<file path="src/rtl/risci_pkg.sv">
// Shared RISCI core constants used by the register file, scoreboard and core.
package risci_pkg;

  localparam int XLEN           = 32;
  localparam int XN             = 64;
  localparam int XWDT           = 6;
  localparam int PARALLELACCESS = 2;
  localparam int CNTW           = 2;

  function automatic int cmax(input int w);
    return (1 << w) - 1;
  endfunction

endpackage

</file>
<file path="src/rtl/rlock_cnt.sv">
// Per-register pending-write counter: adds accepted sets, removes clears,
// and reports clears that had nothing left to retire.
module rlock_cnt
  import risci_pkg::cmax;
#(
  parameter int CNTW = risci_pkg::CNTW,
  parameter int INCW = 1,
  parameter int DECW = 2
) (
  input  logic            clk,
  input  logic            rst,
  input  logic            flush,
  input  logic [INCW-1:0] inc,
  input  logic [DECW-1:0] dec,
  output logic [CNTW-1:0] count,
  output logic            nonzero,
  output logic            drop
);

  localparam int SW = CNTW + INCW + DECW;
  localparam logic [SW-1:0] CMAX = SW'(cmax(CNTW));

  logic [SW-1:0] avail;
  logic [SW-1:0] want;
  logic [SW-1:0] next_w;

  always_comb begin
    avail  = SW'(count) + SW'(inc);
    want   = SW'(dec);
    drop   = want > avail;
    // Excess clears are dropped, so the count bottoms out at zero.
    next_w = drop ? '0 : (avail - want);
  end

  always_ff @(posedge clk) begin
    if (!rst) begin
      count <= '0;
    end else if (flush) begin
      count <= '0;
    end else if (next_w > CMAX) begin
      count <= CMAX[CNTW-1:0];
    end else begin
      count <= next_w[CNTW-1:0];
    end
  end

  assign nonzero = |count;

endmodule

</file>
<file path="src/rtl/risci_scoreboard.sv">
// Register scoreboard with multi-writer counters: source hazard detection,
// issue stall/accept, and per-register lock bookkeeping.
module risci_scoreboard
  import risci_pkg::cmax;
#(
  parameter int XN   = risci_pkg::XN,
  parameter int XWDT = risci_pkg::XWDT,
  parameter int NRD  = 3,
  parameter int NSET = 1,
  parameter int NCLR = 2,
  parameter int CNTW = risci_pkg::CNTW
) (
  input  logic                      clk,
  input  logic                      rst,
  input  logic                      flush,
  input  logic [NRD-1:0]            rd_valid,
  input  logic [NRD-1:0][XWDT-1:0]  rd_idx,
  input  logic                      issue,
  input  logic [NSET-1:0]           set_valid,
  input  logic [NSET-1:0][XWDT-1:0] set_idx,
  input  logic [NCLR-1:0]           clr_valid,
  input  logic [NCLR-1:0][XWDT-1:0] clr_idx,
  output logic [NRD-1:0]            busy,
  output logic                      stall,
  output logic                      accept,
  output logic [XN-1:0]             locks,
  output logic                      idle,
  output logic                      err_underflow
);

  localparam int INCW = $clog2(NSET + 1);
  localparam int DECW = $clog2(NCLR + 1);
  localparam int NW   = CNTW + INCW;
  localparam logic [NW-1:0] CMAX = NW'(cmax(CNTW));

  logic [CNTW-1:0] cnt [XN];
  logic [XN-1:0]   drop;
  logic            hazard;
  logic [NW-1:0]   need;

  // Hazards look only at registered counts; same-cycle clears never unblock.
  always_comb begin
    hazard = 1'b0;
    need   = '0;
    for (int i = 0; i < NRD; i++) begin
      busy[i] = rd_valid[i] && (cnt[rd_idx[i]] != '0);
    end
    for (int j = 0; j < NSET; j++) begin
      need = NW'(cnt[set_idx[j]]);
      for (int m = 0; m < NSET; m++) begin
        if (set_valid[m] && (set_idx[m] == set_idx[j])) begin
          need = need + NW'(1);
        end
      end
      if (set_valid[j] && (need > CMAX)) begin
        hazard = 1'b1;
      end
    end
    stall  = issue && ((|busy) || hazard);
    accept = issue && !stall && !flush;
  end

  for (genvar r = 0; r < XN; r++) begin : g_reg
    logic [INCW-1:0] inc;
    logic [DECW-1:0] dec;

    always_comb begin
      inc = '0;
      dec = '0;
      for (int j = 0; j < NSET; j++) begin
        if (accept && set_valid[j] && (set_idx[j] == XWDT'(r))) begin
          inc = inc + INCW'(1);
        end
      end
      for (int k = 0; k < NCLR; k++) begin
        if (clr_valid[k] && (clr_idx[k] == XWDT'(r))) begin
          dec = dec + DECW'(1);
        end
      end
    end

    rlock_cnt #(
      .CNTW (CNTW),
      .INCW (INCW),
      .DECW (DECW)
    ) u_cnt (
      .clk     (clk),
      .rst     (rst),
      .flush   (flush),
      .inc     (inc),
      .dec     (dec),
      .count   (cnt[r]),
      .nonzero (locks[r]),
      .drop    (drop[r])
    );
  end

  assign idle = ~|locks;

  always_ff @(posedge clk) begin
    if (!rst) begin
      err_underflow <= 1'b0;
    end else if (|drop) begin
      err_underflow <= 1'b1;
    end
  end

endmodule

</file>
<file path="config.mk">
export PLATFORM = sky130hd
export DESIGN_NAME = risci_scoreboard
export DESIGN_NICKNAME = d
export VERILOG_FILES = /design/src/rtl/risci_pkg.sv /design/src/rtl/rlock_cnt.sv /design/src/rtl/risci_scoreboard.sv
export SDC_FILE = /design/constraint.sdc
export NUM_CORES = 1
export LEC_CHECK = 0
export ABC_CLOCK_PERIOD_IN_PS = 6800
export BUFFER_PORTS_ARGS = -buffer_cell sky130_fd_sc_hd__buf_2
export CORE_ASPECT_RATIO = 2
export CORE_UTILIZATION = 33
export CTS_CLUSTER_SIZE = 8
export DETAILED_ROUTE_END_ITERATION = 10
export SLEW_MARGIN = 20
export SYNTH_ARGS = -nofsm -noshare
export SYNTH_HDL_FRONTEND = slang
export SYNTH_SLANG_ARGS = --single-unit
</file>
<file path="constraint.sdc">
create_clock -name clk -period 6.8 [get_ports clk]
set_clock_uncertainty 0.05 [all_clocks]
set_input_delay 1.36 -clock clk [delete_from_list [all_inputs] [get_ports clk]]
set_output_delay 1.36 -clock clk [all_outputs]
set_load 0.005 [all_outputs]
</file>
---- Word-level counts from Yosys, hierarchy flattened ----
Index checks and enable logic that the tools add are counted.
storage, ports and cells
  flip-flop bits (word level) ............. 129
  bits of input ports ..................... 46
  logic and storage cells ................. 1197
operators by class
  add/subtract/negate cells ............... 193
  order comparisons ....................... 133
  equality and inequality tests ........... 189
  multiplexer cells ....................... 334
  bitwise operators ....................... 5
  reduce and logical (&&, ||, !) cells .... 278
operator list
  kind                                                            number
  equality test 6 bit (second input constant)                     96
  greater-than comparator 2 x 5 -> 1 bit                          64
  greater-than comparator 5 x 2 -> 1 bit (second input constant)  64
  2-to-1 mux 5 bit                                                64
  subtractor 5 x 2 -> 5 bit                                       64
  equality test 6 x 5 -> 1 bit (second input constant)            48
  2-to-1 mux 2 bit                                                136
  logical AND 1 bit                                               200
  adder 2 x 1 -> 3 bit                                            64
  equality test 6 x 4 -> 1 bit (second input constant)            24
  OR reduction 2 bit                                              65
  2-to-1 mux 1 bit                                                129
  adder 2 x 1 -> 2 bit (second input constant)                    64
  OR reduction 128 bit                                            1
  equality test 6 x 3 -> 1 bit (second input constant)            12
  OR reduction 64 bit                                             1
  binary-select mux 2 bit (select 6 bit)                          4
  equality test 6 x 2 -> 1 bit (second input constant)            6
  greater-or-equal comparator 7 bit (second input constant)       4
  NOT 6 -> 7 bit                                                  4
  equality test 6 x 1 -> 1 bit (second input constant)            3
  logical NOT 6 bit                                               3
  nonzero test 2 bit                                              3
  adder 2 x 1 -> 3 bit (second input constant)                    1
  other kinds (6)                                                 8

---- Logic depth before layout (Yosys ltp) ----
  depth after elaboration ................. 22
  gate-level depth with buffers ........... 21
  gate-level depth less buffers ........... 18

---- Modules after synthesis ----
From an unflattened synthesis, not the netlist that was laid out.
unflattened totals
  cell total of the unflattened synthesis .. 2072
  area total of the unflattened synthesis .. 17659.4 µm²
modules (own cells, without submodules)
  module                           times used  cells each  area each (µm²)  sequential area each (µm²)
  rlock_cnt at g_reg[0].u_cnt ...  63          20          185.2            40.0
  risci_scoreboard                 1           792         5799.3           20.0
  rlock_cnt at g_reg[62].u_cnt     1           20          193.9            40.0

---- Least setup slack after synthesis ----
No wires, ideal clock.
  path type ............................... in2reg
  from .................................... input set_idx[0] (netlist bit)
  to ...................................... register g_reg[50].u_cnt.count[0]
  setup time .............................. 91 ps
  data arrival time ....................... 5022 ps
  data required time ...................... 6659 ps
  path slack .............................. 1637 ps
  stages on the path ...................... 16
  path buffers ............................ 3
  cells stage by stage .................... buf_2 buf_2 mux4_2 a221oi_1 o21ai_1 o211ai_1 a31o_2 nand4_1 buf_2 nor3_1 ha_1 ha_1 fa_1 inv_1 ha_1 a311oi_1
on the way
  word-level cells in the longest chain between the ends .. 22
  elaborated cells between the ends (all ways) .. 24
  those cells by class .................... add/sub: 3; order compare: 3; eq/ne: 1; mux: 8; bitwise: 1; reduce/logical: 8
RTL lines
  what                                                                                        RTL line                          text
  from (decl)                                                                                 risci_scoreboard.sv:20            input logic [NSET-1:0][XWDT-1:0] set_idx,
  NOT 6 -> 7 bit (not written as such)                                                        risci_scoreboard.sv:49            need = NW'(cnt[set_idx[j]]);
  binary-select mux 2 bit (select 6 bit)                                                      risci_scoreboard.sv:49
  2-to-1 mux 2 bit (not written as such) (2 in a row)                                         risci_scoreboard.sv:49
  adder 2 x 1 -> 3 bit                                                                        risci_scoreboard.sv:52            need = need + NW'(1);
  2-to-1 mux 3 bit                                                                            risci_scoreboard.sv:51            if (set_valid[m] && (set_idx[m] == set_idx[j])) begin
  greater-than comparator 3 x 2 -> 1 bit                                                      risci_scoreboard.sv:55            if (set_valid[j] && (need > CMAX)) begin
  logical AND 1 bit                                                                           risci_scoreboard.sv:55
  2-to-1 mux 1 bit                                                                            risci_scoreboard.sv:55
  (+5 left out)                                                                               n/a
  logical AND 1 bit                                                                           risci_scoreboard.sv:71            if (accept && set_valid[j] && (set_idx[j] == XWDT'(r))) begin
  logical AND 1 bit *                                                                         risci_scoreboard.sv:71
  2-to-1 mux 1 bit *                                                                          risci_scoreboard.sv:71
  adder 2 x 1 -> 3 bit *                                                                      rlock_cnt.sv:28                   avail = SW'(count) + SW'(inc);
  subtractor 5 x 2 -> 5 bit / greater-than comparator 2 x 5 -> 1 bit (equally long branches)  rlock_cnt.sv:32, rlock_cnt.sv:30
  2-to-1 mux 5 bit *                                                                          rlock_cnt.sv:32                   next_w = drop ? '0 : (avail - want);
  greater-than comparator 5 x 2 -> 1 bit                                                      rlock_cnt.sv:40                   end else if (next_w > CMAX) begin
  2-to-1 mux 2 bit *                                                                          rlock_cnt.sv:40
  to (signal assigned)                                                                        rlock_cnt.sv:41                   count <= CMAX[CNTW-1:0];
  to (signal assigned)                                                                        rlock_cnt.sv:43                   count <= next_w[CNTW-1:0];
  to (decl)                                                                                   rlock_cnt.sv:15                   output logic [CNTW-1:0] count,
Mark *: on every way between the ends. The rest lies on a longest branch, timed or not. The select of a mux whose other input is x is not followed.
A chain may end at the register's enable or synchronous reset.

---- Worst setup path after layout ----
  from .................................... input rd_idx[14] (netlist bit)
  to ...................................... output accept
on the way
  word-level cells in the longest chain between the ends .. 12
RTL lines
  what                                                 RTL line                text
  from (decl)                                          risci_scoreboard.sv:17  input logic [NRD-1:0][XWDT-1:0] rd_idx,
  NOT 6 -> 7 bit (not written as such)                 risci_scoreboard.sv:46  busy[i] = rd_valid[i] && (cnt[rd_idx[i]] != '0);
  binary-select mux 2 bit (select 6 bit)               risci_scoreboard.sv:46
  2-to-1 mux 2 bit (not written as such) (2 in a row)  risci_scoreboard.sv:46
  nonzero test 2 bit                                   risci_scoreboard.sv:46
  logical AND 1 bit                                    risci_scoreboard.sv:46
  OR reduction 3 bit                                   risci_scoreboard.sv:59  stall = issue && ((|busy) || hazard);
  logical OR 1 bit                                     risci_scoreboard.sv:59
  logical AND 1 bit                                    risci_scoreboard.sv:59
  logical NOT 1 bit                                    risci_scoreboard.sv:60  accept = issue && !stall && !flush;
  logical AND 1 bit (2 in a row)                       risci_scoreboard.sv:60
  to (decl)                                            risci_scoreboard.sv:25  output logic accept,
No other way between the ends. The select of a mux whose other input is x is not followed.

==> metrics.cfg <==
[floorplanning]
num_io_pins = 117
num_rows = 120
die_y_um = 332
die_width_um = 167
die_area_sq_um = 55300
starting_utilization_of_the_core_area = 0.334
coreArea_sq_um = 53600

[placement]
place.detailed.hpwl_um = 61800
placement.cell_area_sq_um = 19000
preCtsSetupSlack_ns = 0.533
portBuffers = 116
gp_routability_congestion = 1.03

[clock_network]
clkSlewWorstSetupHoldPaths_ns = 0.05
clock_sink_count = 129
cts_tree = done
cts-root-buf = sky130_fd_sc_hd__clkbuf_16
max-clock-path-buffers = 3
setup_buffers_after_cts = 0
post_cts_resize_count = 0
skew_pair_late_insertion_delay_ns = 0.52
htree_num_levels = 4
cts_buf_count = 25
cts_hold_repair.buffers = 0

[sta]
post-route-period-util = 0.885
worst_pin_slew_ns = 1.16
fin_ws_ns = 0.783
setup_total_negative_slack_ns = 0
drv_slew = 0
unrepaired_setup_endpoints_after_global_routing = no
setup_viol_count_final = 0
final_hold_viol_count = 0
clock.fmax_mhz = 166
post-route-min-period_ns = 6.02
timing.max_slew.rel_slack = 0.226

[logic_synthesis]
yosysTopAreaCell = sky130_fd_sc_hd__ha_1
mappedNetlistArea_sq_um = 17900
synth_cell_type_count = 63
synth_commonest_cells = sky130_fd_sc_hd__inv_1 (445), sky130_fd_sc_hd__ha_1 (320), sky130_fd_sc_hd__nor2_1 (183), sky130_fd_sc_hd__dfxtp_1 (129), sky130_fd_sc_hd__fa_1 (128)
synth.top_cells.by_area = sky130_fd_sc_hd__ha_1 (22%), sky130_fd_sc_hd__dfxtp_1 (14%), sky130_fd_sc_hd__fa_1 (14%)
ys_ff_latch = 129
ys_async_sr_fraction = 0
syn_avg_cell_area_sq_um = 8.80
synth_sequential_area_ratio = 0.144
most_common_cell_in_the_netlist = sky130_fd_sc_hd__inv_1
mappedNetlistNets = 2529
ys.flop_type = sky130_fd_sc_hd__dfxtp_1
ys.warnings.count = 0
share_of_the_synthesized_area_in_the_top_cell_type = 0.223
syn_inst = 2035
edff_count_synth = 0

[min_path]
hold_path_depth = 3
hold_path.class = reg2reg

[final_layout]
area_delta_synth_final_pct = 9.65
final_area_sq_um = 19600
final.fill_count = 5418
design.final.nets = 2594
core_util_final = 0.367
drive_gt1_frac = 0.146

[global_routing]
total_grt_usage = 0.280
first_pass_grt_wire_length_um = 110000
grt-ovfl-total = 0
grt_start_max_net_pins = 53
vias_in_the_first_global_route = 16963
antenna_violations_before_repair = 7

[power_and_ir_drop]
total_power_mw = 2.36
power_density_cells_nw_per_um2 = 120
power.leakage_nw = 9.03
vdd.ir_drop.worst_v = 0.000136

[setup_path]
required_ns = 5.39
worst_setup_path_start_kind = primary input
cp-end-kind = primary output
worst_r2r_path_depth = 15
reg2reg_slack_ns = 1.49
critPathKind = in2out
cp.arrival_ns = 4.61
path_max_fanout = 19

[route]
drt_pre_antenna_iters = 5
detail_route.drc_violations = 0
first_iter_violations = 1287
detail-route-antenna-nets = 0
wl_um = 76100
route.detailed.wl_per_inst_um = 27.4
detail_route.vias_per_cell = 5.84
routed_vias = 16222

[flow_run]
maxCapViolCount = 0

[status]
outcome = complete, no violations

## critical path: stages
cell and delay [ns]:
sky130_fd_sc_hd__buf_2 0.35, sky130_fd_sc_hd__mux4_2 0.61, sky130_fd_sc_hd__mux4_2 0.51, sky130_fd_sc_hd__or3_1 0.34, sky130_fd_sc_hd__o211ai_2 0.16, sky130_fd_sc_hd__o211ai_4 0.27, sky130_fd_sc_hd__buf_4 0.33, sky130_fd_sc_hd__nor4_1 0.34
sky130_fd_sc_hd__buf_4 0.20, sky130_fd_sc_hd__buf_2 0.11
## kinds of logic after synthesis
family                     Yosys count  synth area share
buffers and inverters              577             0.138
muxes                               86            0.0950
adders and majority gates          448             0.366
DFF                                129             0.144
and+or+nand+nor                    573             0.168
AOI/OAI and AO/OA                  222            0.0886
## metrics by stage
stage / instances / hold slack [ns]
after floorplan: 2035 / 0.563
after global placement: 2744 / 0.793
after detailed placement: 2744 / 0.803
after CTS: 2774 / 0.814
after global routing: 2776 / 0.874
final: 2777 / 0.815
## layout make-up
class                   instances  area (sq um)  area share
clock buffers                  28           657      0.0334
repair buffers                166           981      0.0499
inverters                     449          1690      0.0859
flip-flops and latches        129          2580       0.131
diodes                          3          7.51    0.000382
clock inverters                 2          10.0    0.000509
multi-input cells            1329         12900       0.656
well taps                     671           840      0.0427
## final timing paths
kind	start	end
worst max register to register	g_reg[54].u_cnt.count[1]$_SDFF_PP0_	err_underflow$_SDFFE_PN0P_
worst min register to register	g_reg[7].u_cnt.count[1]$_SDFF_PP0_	g_reg[7].u_cnt.count[1]$_SDFF_PP0_
worst min-delay path	g_reg[7].u_cnt.count[1]$_SDFF_PP0_	g_reg[7].u_cnt.count[1]$_SDFF_PP0_
worst max-delay path	rd_idx[14]	accept
## metal layers
metal	up-vias	GRT usage	wire, um
met2	786	0.482	37200
met1	7962	0.264	24400
met3	352	0.0515	4450
li1	7114	-	-
met5	-	0	46
met4	8	0.315	9940
## layout by cell type (no fill, tap or decap), types with 5 or more instances in the layout
| cell type | n |
|---|---|
| sky130_fd_sc_hd__a2111oi_0 | 7 |
| sky130_fd_sc_hd__a211oi_1 | 11 |
| sky130_fd_sc_hd__a21oi_1 | 9 |
| sky130_fd_sc_hd__a22oi_1 | 10 |
| sky130_fd_sc_hd__a311oi_1 | 52 |
| sky130_fd_sc_hd__a31oi_1 | 80 |
| sky130_fd_sc_hd__and3_1 | 14 |
| sky130_fd_sc_hd__buf_2 | 116 |
| sky130_fd_sc_hd__buf_4 | 48 |
| sky130_fd_sc_hd__clkbuf_16 | 25 |
| sky130_fd_sc_hd__dfxtp_1 | 129 |
| sky130_fd_sc_hd__fa_1 | 128 |
| sky130_fd_sc_hd__ha_1 | 320 |
| sky130_fd_sc_hd__inv_1 | 445 |
| sky130_fd_sc_hd__mux2_2 | 12 |
| sky130_fd_sc_hd__mux2i_1 | 8 |
| sky130_fd_sc_hd__mux4_2 | 66 |
| sky130_fd_sc_hd__nand2_1 | 47 |
| sky130_fd_sc_hd__nand2b_1 | 9 |
| sky130_fd_sc_hd__nand3_1 | 25 |
| sky130_fd_sc_hd__nand3b_1 | 5 |
| sky130_fd_sc_hd__nand4_1 | 16 |
| sky130_fd_sc_hd__nor2_1 | 182 |
| sky130_fd_sc_hd__nor2b_1 | 14 |
| sky130_fd_sc_hd__nor3_1 | 117 |
| sky130_fd_sc_hd__nor3_2 | 17 |
| sky130_fd_sc_hd__nor3b_1 | 52 |
| sky130_fd_sc_hd__nor4_1 | 23 |
| sky130_fd_sc_hd__o21ai_0 | 21 |
| sky130_fd_sc_hd__o22ai_1 | 8 |
| sky130_fd_sc_hd__or2_1 | 16 |
| sky130_fd_sc_hd__or2_2 | 8 |
| sky130_fd_sc_hd__or4_1 | 13 |
## registers in the layout, indices dropped and copies added, names as in the netlist
register	count
err_underflow	1
g.u_cnt.count	128
## power breakdown
| group | total, mW | switching, mW | leakage (nW) | internal (mW) |
|---|---|---|---|---|
| Sequential | 0.791 | 0.0218 | 1.04 | 0.769 |
| Clock | 1.10 | 0.424 | 0.331 | 0.673 |
| Combinational | 0.468 | 0.309 | 7.65 | 0.159 |
| Total | 2.36 | 0.755 | 9.03 | 1.60 |
No activity file was read; power rests on OpenSTA's default activity.
